==> config.mk <==
export PLATFORM = sky130hd
export DESIGN_NAME = decode_unit
export DESIGN_NICKNAME = d
export VERILOG_FILES = /design/src/rtl/decode_unit.sv
export SDC_FILE = /design/constraint.sdc
export NUM_CORES = 1
export LEC_CHECK = 0
export BUFFER_PORTS_ARGS = -buffer_cell sky130_fd_sc_hd__buf_2
export CAP_MARGIN = 15
export CORE_ASPECT_RATIO = 0.9
export CORE_UTILIZATION = 58
export CTS_BUF_LIST = sky130_fd_sc_hd__clkbuf_4
export CTS_CLUSTER_DIAMETER = 30
export DETAILED_ROUTE_END_ITERATION = 10
export GPL_TIMING_DRIVEN = 0
export PLACE_DENSITY = 0.83
export SLEW_MARGIN = 10
export SYNTH_ARGS = -nofsm -noshare
export SYNTH_HDL_FRONTEND = slang
export SYNTH_SLANG_ARGS = --single-unit
export TNS_END_PERCENT = 50
==> constraint.sdc <==
create_clock -name clk -period 2.7 [get_ports clk]
set_input_delay 0.54 -clock clk [delete_from_list [all_inputs] [get_ports clk]]
set_output_delay 0.54 -clock clk [all_outputs]
set_load 0.02 [all_outputs]
==> src/rtl/decode_unit.sv <==
// Instruction decode stage with the 8x16 register file for the 16-bit core.
// Latency: decode is combinational (zero cycles); register writes land on the rising clk edge.
// Backpressure: none; the stage decodes whatever instruction is presented every cycle.
//
// Ports:
//   clk, rst                 - clock, synchronous active-high reset (clears register file)
//   inst, pc                 - instruction word and its address
//   result_w, result         - write-back address (0 = no write) and data
//   is_eq..is_jump, alith    - control flags and ALU operation for later stages
//   rd_addr                  - write-back destination (0 = none)
//   rd_out, rs_out           - source register contents as selected by the opcode
//   source1, source2         - ALU operands
//   disp6_out, imm9_out      - raw immediate fields, passed through unconditionally

`timescale 1ns/1ps

// Register file: two asynchronous read ports, one synchronous write port.
// R0 is an ordinary storage location; address 0 on the write port means "no write".
module decode_regfile (
    input  logic        clk,
    input  logic        rst,
    input  logic [2:0]  rd_sel_i,
    input  logic [2:0]  rs_sel_i,
    input  logic [2:0]  wr_addr_i,
    input  logic [15:0] wr_data_i,
    output logic [15:0] rd_data_o,
    output logic [15:0] rs_data_o
);
    logic [15:0] reg_file [0:7];

    always_ff @(posedge clk) begin
        if (rst) begin
            for (int i = 0; i < 8; i++) begin
                reg_file[i] <= 16'h0000;
            end
        end else if (wr_addr_i != 3'd0) begin
            reg_file[wr_addr_i] <= wr_data_i;
        end
    end

    // No bypass: a same-cycle write is only visible after the edge.
    assign rd_data_o = reg_file[rd_sel_i];
    assign rs_data_o = reg_file[rs_sel_i];
endmodule

module decode_unit (
    input  logic        clk,
    input  logic        rst,
    input  logic [15:0] inst,
    input  logic [15:0] pc,
    input  logic [2:0]  result_w,
    input  logic [15:0] result,
    output logic        is_eq,
    output logic        mem_w,
    output logic        pc_w,
    output logic        is_ldi,
    output logic        is_ld_st,
    output logic        is_jump,
    output logic [1:0]  alith,
    output logic [2:0]  rd_addr,
    output logic [15:0] rd_out,
    output logic [15:0] rs_out,
    output logic [15:0] source1,
    output logic [15:0] source2,
    output logic [5:0]  disp6_out,
    output logic [8:0]  imm9_out
);
    localparam logic [3:0] OP_ADD  = 4'b0001;
    localparam logic [3:0] OP_SUB  = 4'b0010;
    localparam logic [3:0] OP_AND  = 4'b0011;
    localparam logic [3:0] OP_OR   = 4'b0100;
    localparam logic [3:0] OP_ADDI = 4'b0101;
    localparam logic [3:0] OP_SUBI = 4'b0110;
    localparam logic [3:0] OP_INCR = 4'b0111;
    localparam logic [3:0] OP_DECR = 4'b1000;
    localparam logic [3:0] OP_LDI  = 4'b1001;
    localparam logic [3:0] OP_LD   = 4'b1010;
    localparam logic [3:0] OP_ST   = 4'b1011;
    localparam logic [3:0] OP_BEQ  = 4'b1100;
    localparam logic [3:0] OP_BGT  = 4'b1101;
    localparam logic [3:0] OP_JUMP = 4'b1110;

    logic [3:0]  op;
    logic [2:0]  rd_f;
    logic [2:0]  rs_f;
    logic [15:0] se6;
    logic [15:0] se9;
    logic [15:0] se12;
    logic [15:0] rd_val;
    logic [15:0] rs_val;

    assign op   = inst[15:12];
    assign rd_f = inst[11:9];
    assign rs_f = inst[8:6];
    assign se6  = {{10{inst[5]}}, inst[5:0]};
    assign se9  = {{7{inst[8]}},  inst[8:0]};
    assign se12 = {{4{inst[11]}}, inst[11:0]};

    decode_regfile regfile (
        .clk       (clk),
        .rst       (rst),
        .rd_sel_i  (rd_f),
        .rs_sel_i  (rs_f),
        .wr_addr_i (result_w),
        .wr_data_i (result),
        .rd_data_o (rd_val),
        .rs_data_o (rs_val)
    );

    // Immediate fields are forwarded raw regardless of opcode.
    assign disp6_out = inst[5:0];
    assign imm9_out  = inst[8:0];

    always_comb begin
        is_eq    = 1'b0;
        mem_w    = 1'b0;
        pc_w     = 1'b0;
        is_ldi   = 1'b0;
        is_ld_st = 1'b0;
        is_jump  = 1'b0;
        alith    = 2'b00;
        rd_addr  = 3'd0;
        rd_out   = 16'h0000;
        rs_out   = 16'h0000;
        source1  = 16'h0000;
        source2  = 16'h0000;

        case (op)
            OP_ADD, OP_SUB, OP_AND, OP_OR: begin
                // Opcodes 1..4 map directly onto ALU codes 0..3.
                alith   = 2'(op - 4'd1);
                rd_addr = rd_f;
                rd_out  = rd_val;
                rs_out  = rs_val;
                source1 = rd_val;
                source2 = rs_val;
            end
            OP_ADDI, OP_SUBI, OP_LDI: begin
                alith   = (op == OP_SUBI) ? 2'b01 : 2'b00;
                is_ldi  = (op == OP_LDI);
                rd_addr = rd_f;
                rd_out  = rd_val;
                source1 = rd_val;
                source2 = se9;
            end
            OP_INCR, OP_DECR: begin
                alith   = (op == OP_DECR) ? 2'b01 : 2'b00;
                rd_addr = rd_f;
                rd_out  = rd_val;
                source1 = rd_val;
                source2 = 16'd1;
            end
            OP_LD, OP_ST: begin
                is_ld_st = 1'b1;
                mem_w    = (op == OP_ST);
                // Stores have no register destination.
                rd_addr  = (op == OP_LD) ? rd_f : 3'd0;
                rd_out   = rd_val;
                rs_out   = rs_val;
                source1  = rd_val;
                source2  = se6;
            end
            OP_BEQ, OP_BGT: begin
                is_eq   = (op == OP_BEQ);
                pc_w    = 1'b1;
                rd_out  = rd_val;
                rs_out  = rs_val;
                source1 = pc;
                source2 = se6;
            end
            OP_JUMP: begin
                is_jump = 1'b1;
                pc_w    = 1'b1;
                source1 = pc;
                source2 = se12;
            end
            default: begin
                // NOP and HALT: everything stays at the zero defaults.
            end
        endcase
    end
endmodule

After elaboration in Yosys (flattened, before gate mapping). Memories as Yosys holds them, arrays and structs flattened. Cells that the tools add are included.

Latch bits: 0. Logic and storage cells: 52. Memories kept: 1. ROM bits: 0. Bits in registers: 0. Memory bits (writable): 128.

Bitwise gates (word level): 0. Divide/modulo/power cells: 0. Eq/ne operators: 14. Mux-type cells: 23. Shift operators: 0. Reduce and logical (&&, ||, !) cells: 13. Multipliers: 0. Add/subtract/negate cells: 1. Order comparisons: 0.

Memory list: regfile.reg_file (words 8, bits a word 16, read ports 2, clocked after memory_dff 0, write ports 8, RTL line 29) `logic [15:0] reg_file [0:7];`.

Operators by type and width (count): $pmux W16 S5 (1); $mux W16 (3); $pmux W16 S2 (1); $eq A4 B4 Y1 const B (7); $eq A4 B3 Y1 const B (4); $reduce_or A16 Y1 (1); $mux W1 (14); $reduce_or A13 Y1 (1); $reduce_or A11 Y1 (1); $reduce_or A9 Y1 (1); $eq A4 B2 Y1 const B (2); $reduce_or A4 Y1 (2); $reduce_or A8 Y1 (1); $mux W3 (2); $pmux W2 S3 (1); $pmux W3 S2 (1); $reduce_or A2 Y1 (3); $reduce_or A3 Y1 (2); $eq A4 B1 Y1 const B (1); $reduce_bool A3 Y1 (1); $sub A2 B1 Y2 const B (1).

Longest topological paths before layout. Gate-level depths: netlist (run 1).

Depth in word-level cells: 6. Depth in mapped cells: 8.

Cells and area by module. Synthesis (run 1) repeated with hierarchy kept, for this count alone.

Cell total of the unflattened synthesis: 535. Area total of the unflattened synthesis: 8069.0 µm².

By module, submodules not included: decode_regfile (instances 1, area each 6986.7 µm², cells an instance 378); decode_unit (instances 1, area each 1082.3 µm², cells an instance 157).

Worst setup path after synthesis (run 1). OpenSTA, ideal clock, no wires.

Path kind: input-to-output. Start: input port inst[13]. End: output port alith[0]. Buffers on the path: 3. Data arrival time: 1963 ps. Slack: 197 ps. Stages on the path: 8. Required time: 2160 ps. Cell sequence: inv_1 ha_1 buf_2 nor2_1 a211o_1 buf_2 buf_2 o221ai_1.

Word-level cells in the longest chain between the ends: 3.

RTL lines: start: declaration (RTL line 49) `input logic [15:0] inst,`; $eq A4 B1 Y1, or another cell as far along (RTL line 128) `case (op)`; $reduce_or A4 Y1, or another cell as far along; $pmux W2 S3 (*) (RTL line 128); end: declaration (RTL line 59) `output logic [1:0] alith,`.

Every way passes the cells marked *; elsewhere a longest branch is shown, timed or not.

Worst setup path in the final report (run 1).
Start: input port inst[12]. End: output port source1[5].

Word-level cells in the longest chain between the ends: 3.

RTL lines: $eq A4 B3 Y1, or another cell as far along (RTL line 128); $reduce_or A11 Y1 (no line) / $reduce_or A3 Y1 (equally long branches); $pmux W16 S2 (*) (RTL line 128); end: declaration (RTL line 63) `output logic [15:0] source1,`.

Marks and branches as above.

==> results of run 1 <==
-- cells by family (layout without fill, tap and decap cells) --
family	after synthesis	count (layout)	synth area share [%]
DFF	128	128	50.61
adders and majority gates	4	4	0.6590
and+or+nand+nor	173	173	13.34
buffers and inverters	67	237	5.222
other	1	17	0.04938
AOI/OAI and AO/OA	64	64	6.508
xor gates and xnor gates	1	1	0.1153
muxes	97	97	23.49
-- worst max-delay path, delay by kind of cell --
family                     cells  cell delay [ns]
AOI/OAI and AO/OA              3             0.66
buffers and inverters          5             0.79
adders and majority gates      1             0.20
-- per-layer routing --
| layer | wire length [um] | GRT usage (%) | vias to the layer above |
|---|---|---|---|
| met5 | 13 | 0 | - |
| met4 | 832 | 18.46 | 2 |
| met3 | 2281 | 7.593 | 71 |
| met2 | 10660 | 54.08 | 426 |
| met1 | 7414 | 38.81 | 2707 |
| li1 | - | - | 2388 |
-- path summary, 6_finish.rpt --
path / startpoint / end / slack [ns] / depth (start not counted)
hold / removal: result[7] / regfile.reg_file[1][7] / 0.35 / 2
setup / recovery: inst[12] / source1[5] / -0.03 / 9
-- synthesized netlist by cell type, types with 2 or more instances --
master     number
edfxtp_1      128
o22a_1          2
inv_1           7
o221ai_1        4
nor2b_1         3
buf_6           6
buf_2          20
ha_1            4
and3_1          2
nand2_1         8
mux4_2         64
and2_1        113
nor2_1         23
nand2b_1        3
a211o_1         2
mux2i_1        32
nor3_2          2
nor3_1          5
nor3b_1         3
buf_1           2
or2_1           8
o2111ai_1       7
o21a_1          4
clkbuf_1       13
o21ai_0         2
buf_4          17
o2bb2ai_1      20
a21oi_1        17
-- what timing repair did --
action / 4_1_cts / 5_1_grt
hold buffers: 0 / 0
pin swaps: 0 / 2
gates cloned: 0 / 1
setup endpoints to repair: 59 / 57
buffers inserted: 1 / 2
resized for setup: 38 / 29
-- area by class of cell --
type                       instances  share of cell area (%)
clock inverter                    12                   1.051
antenna                            1                 0.02765
timing repair buffer             141                   8.103
tap                              164                   2.268
multi-input combinational        355                   39.55
buffer                            57                   4.618
inverter                           8                  0.3319
sequential                       128                   42.48
clock buffer                      19                   1.576
-- per-stage QoR --
step	hold WS (ns)	utilization [%]	total power [mW]
after floorplan	0.7382	-	3.178
after global placement	0.8770	67.03	3.546
after detailed placement	0.8890	67.03	3.592
after CTS	0.3108	70.00	4.739
after global routing	0.3312	71.05	4.949
final	0.3466	71.05	4.800
-- power by group --
part | leakage [nW] | internal [mW] | switching, mW
combinational | 2.19 | 0.513 | 0.722
clock | 0.132 | 0.460 | 0.689
sequential | 1.24 | 2.34 | 0.0787
==> metrics.md, run 1 <==
| Metric | Value |
|---|---|
| CP arrival | 2.19 ns |
| CP endpoint kind | primary output |
| Largest net degree at the start of global routing | 17 |
| Max_slew headroom | 18.75% |
| Asr flop ratio synth | 0% |
| CTS tree | yes |
| Synth top area share | 50.61% |
| F_max | 366.1 MHz |
| Register area share after synthesis | 50.61% |
| Main flop type after synthesis | edfxtp_1 |
| Fin crit share | 101.2% |
| DP Worst Slack | -0.2565 ns |
| Unrepaired setup endpoints after global routing | yes |
| Power Dens Cells | 530.4 nW/um^2 |
| Synthesized instance count | 535 |
| Fraction of layout cells with a size suffix above 1 | 43.47% |
| Final Hold Fails | 0 |
| Post-synth EDFFs | 128 |
| Initial DRC count | 595 |
| Remaining Overflow, GRT | 0 |
| Yosys reg bits | 128 |
| Vias in the first global route | 5712 |
| DP Cell Count | 850 |
| Via count | 5594 |
| CP Max Fanout | 10 |
| Total global routing track utilization | 32.62% |
| Via/cell ratio | 6.321 |
| Ys Warns | 0 |
| DRC | 0 |
| Final net count | 765 |
| CTS buffer count | 17 |
| Most frequent cells in the layout | buf_2, edfxtp_1, and2_1 |
| Setup TNS | -0.03294 ns |
| Top post-synthesis cells by area | edfxtp_1, mux4_2, and2_1, mux2i_1, o2bb2ai_1 |
| Final setup margin | -0.03158 ns |
| Critical-path top delay cell | o41ai_4 |
| Row count | 39 |
| Crit path time final | 2.732 ns |
| Fin cells | 885 |
| Maximum buffer depth of the clock tree | 2 |
| Setup crit start kind | primary input |
| Biggest register | regfile.reg_file |
| DP HPWL | 15320 um |
| Max VDD drop | 0.0002383 V |
| CP cell instances | buf_2, inv_2, ha_4, o21a_1, o41ai_4, buf_4, buf_6, o2bb2ai_1, buf_2 |
| Worst slew pin tran | 1.219 ns |
| Clock sink count | 128 |
| CP peak stage delay | 0.37 ns |
| Critical path class | in2out |
| DP Area | 8537 sq um |
| Synthesized area | 7595 sq um |
| First-pass GRT wire length | 31750 um |
| Leak Pwr | 3.564 nW |
| Most common cell after layout, fill and taps aside | buf_2 |
| Max_cap viols | 0 |
| IO buf count | 136 |
| Core footprint | 12740 sq um |
| Initial antenna violation count | 2 |
| Routability cong. | 1.008 |
| CTS Root Cell | clkbuf_4 |
| Drt pass-1 iters | 6 |
| I/O pin total | 143 |
| Failing checks | negative setup slack |
| Design area | 9049 sq um |
| Initial Util | 59.63% |
| Die area | 13560 sq um |
| Clock slew seen by the registers of the worst setup and hold paths | 0.11 ns |
| Outcome | finished, violations left |
| Fill cells | 815 |
| Biggest registers after layout | regfile.reg_file (128) |
| Mean Syn Cell Area | 14.20 sq um |
| Die Height | 110.6 um |
| Final ANT Viol Nets | 0 |
| Most frequent CP cell | buf_2 |
| FF/Latch Area | 3844 sq um |
| Slew Viols, Final | 0 |
| Post-Route WL | 21200 um |
| Wire per inst | 23.96 um |
| Hold crit path type | in2reg |
| Largest register FFs | 128 |
| Footprint of the multi-input gates | 3578 sq um |
| Worst EP required | 2.16 ns |
| Cell variety after synth | 42 |
| Setup-failing EPs final | 3 |
| Top cell type by total area after synthesis | edfxtp_1 |
| H-tree depth | 4 |
| Die W | 122.6 um |
| Area growth, synth to finish | 19.14% |
Power figures use the tool's default switching activity.
==> run 2, diff against run 1 <==
--- a/config.mk
+++ b/config.mk
@@ -13,7 +13,7 @@
 export CTS_CLUSTER_DIAMETER = 30
 export DETAILED_ROUTE_END_ITERATION = 10
 export GPL_TIMING_DRIVEN = 0
-export PLACE_DENSITY = 0.83
+export PLACE_DENSITY = 0.88
 export SLEW_MARGIN = 10
 export SYNTH_ARGS = -nofsm -noshare
 export SYNTH_HDL_FRONTEND = slang
==> run 2 against run 1 <==
The flow now finishes without violations. Maximum frequency is 1.9% higher. Clock power is 8% lower. Power shrank 0.75%. Critical path depth decreased by 1. Final cell count rose by 1.1%. Hold slack got worse by 0.026 ns. Non-clock buffer count is 9 higher. Worst setup slack better by 0.050 ns. Clock-buffer cell count down 1. Utilization rose by 0.45 points. Via count grew 7.1%. Global-route usage rose by 1.5 points. Critical path type unchanged. Largest power group unchanged. Highest routed layer is now met4.
==> metrics.md, run 2 (synthesized netlist as in run 1, its figures left out) <==
| Metric | Value |
|---|---|
| Die W | 122.6 um |
| Clock slew seen by the registers of the worst setup and hold paths | 0.11 ns |
| Remaining Overflow, GRT | 0 |
| Biggest registers after layout | regfile.reg_file (128) |
| Initial antenna violation count | 1 |
| Worst hold start | result[5] |
| Core footprint | 12740 sq um |
| CTS Root Cell | clkbuf_4 |
| DRC | 0 |
| CP cell instances | buf_2, inv_2, ha_4, o21a_1, o41ai_4, buf_2, o2bb2ai_1, buf_2 |
| Fin util | 71.50% |
| Die Height | 110.6 um |
| I/O pin total | 143 |
| Leak Pwr | 3.601 nW |
| Worst slew pin tran | 1.266 ns |
| Total power draw | 4.764 mW |
| Hold crit path type | in2reg |
| H-tree depth | 4 |
| Most frequent cells in the layout | buf_2, edfxtp_1, and2_1 |
| Maximum buffer depth of the clock tree | 2 |
| Area growth, synth to finish | 19.90% |
| Critical path class | in2out |
| Initial DRC count | 798 |
| Final Hold Fails | 0 |
| Wire per inst | 25.67 um |
| Initial Util | 59.63% |
| Setup crit start kind | primary input |
| Outcome | completed |
| Total global routing track utilization | 34.16% |
| Routability cong. | 0.8613 |
| Fin cells | 895 |
| Max_slew headroom | 15.59% |
| IO buf count | 136 |
| Post-Route WL | 22970 um |
| CP endpoint kind | primary output |
| Critical-path top delay cell | o41ai_4 |
| Via count | 5989 |
| Max_cap viols | 0 |
| Most common cell after layout, fill and taps aside | buf_2 |
| Row count | 39 |
| Drt pass-1 iters | 5 |
| Final net count | 774 |
| Worst Hold End | regfile.reg_file[1][5] |
| First-pass GRT wire length | 33040 um |
| Fraction of layout cells with a size suffix above 1 | 44.25% |
| Crit path time final | 2.682 ns |
| Largest register FFs | 128 |
| F_max | 372.9 MHz |
| DP Cell Count | 850 |
| Via/cell ratio | 6.692 |
| Power Dens Cells | 523.1 nW/um^2 |
| Max VDD drop | 0.0002109 V |
| CTS buffer count | 17 |
| Largest net degree at the start of global routing | 17 |
| Setup-failing EPs final | 0 |
| Fill cells | 792 |
| Worst EP required | 2.16 ns |
| Final ANT Viol Nets | 0 |
| Vias in the first global route | 5855 |
| Unrepaired setup endpoints after global routing | yes |
| DP HPWL | 15670 um |
| Biggest register | regfile.reg_file |
| Hold path depth | 2 |
| CP arrival | 2.14 ns |
| Clock sink count | 128 |
| Die area | 13560 sq um |
| CTS tree | yes |
| CP Max Fanout | 7 |
| Most frequent CP cell | buf_2 |
| Fin crit share | 99.32% |
| Slew Viols, Final | 0 |
| CP peak stage delay | 0.47 ns |
run 2: cell count changes in the layout (fill, tap and decap cells not counted), sizes merged:
cell	change
clkbuf	-1
bufinv	-1
clkinv	+5
inv	-1
clkinvlp	-1
buf	+9
run 2: area by class of cell:
type	count	area (sq um)	share of cell area [%]
flip-flops and latches	128	3844	42.21
multi-input cells	355	3588	39.41
repair buffers	150	813.3	8.931
plain buffers	57	411.6	4.520
well taps	164	205.2	2.253
clock buffers	18	135.1	1.484
clock inverters	14	76.32	0.8381
inverters	8	30.03	0.3298
diodes	1	2.502	0.02748
run 2: worst max path at each step:
stage / end / depth (start not counted) / from
6_report: source1[0] / 8 / inst[13]
5_1_grt: rd_out[7] / 8 / inst[13]
3_5_place_dp: regfile.reg_file[5][12] / 4 / rst
2_1_floorplan: alith[0] / 8 / inst[13]
4_1_cts: source2[6] / 10 / inst[13]
3_3_place_gp: regfile.reg_file[5][12] / 4 / rst
run 2: worst max-delay path: cells and delay by family:
kind                     cells  cell delay, ns
AO/OA/AOI/OAI                3            0.73
adder cells (fa/ha/maj)      1            0.19
buffers and inverters        4            0.68
run 2: layer usage:
metal	part of all wire [%]	vias up	GRT usage [%]
li1	-	2408	-
met4	5.7	0	18.29
met3	12	125	7.800
met2	49	561	55.73
met5	0	-	0
met1	33	2895	42.07
run 2: what timing repair did:
action	CTS	global route
hold buffers	0	0
gates cloned	0	1
gates resized for setup	31	36
endpoints found under the setup margin	62	58
pin swaps	1	4
buffers inserted	1	12
run 2: report_power, final:
part	switching [mW]	internal (mW)	leakage, nW
Combinational	0.745	0.529	2.24
Sequential	0.0875	2.34	1.24
Clock	0.714	0.350	0.119
run 2: per-stage QoR:
stage,hold WS (ns),worst slack (ns),area [sq um],TNS (ns)
global placement,0.8760,-0.2702,8537,-12.98
detailed placement,0.8914,-0.3687,8537,-17.70
global route,0.3185,-0.02729,9106,-0.1775
floorplan,0.7382,0.1969,7651,0
finish,0.3211,0.01833,9106,0
CTS,0.3042,-0.002427,8859,-0.002427
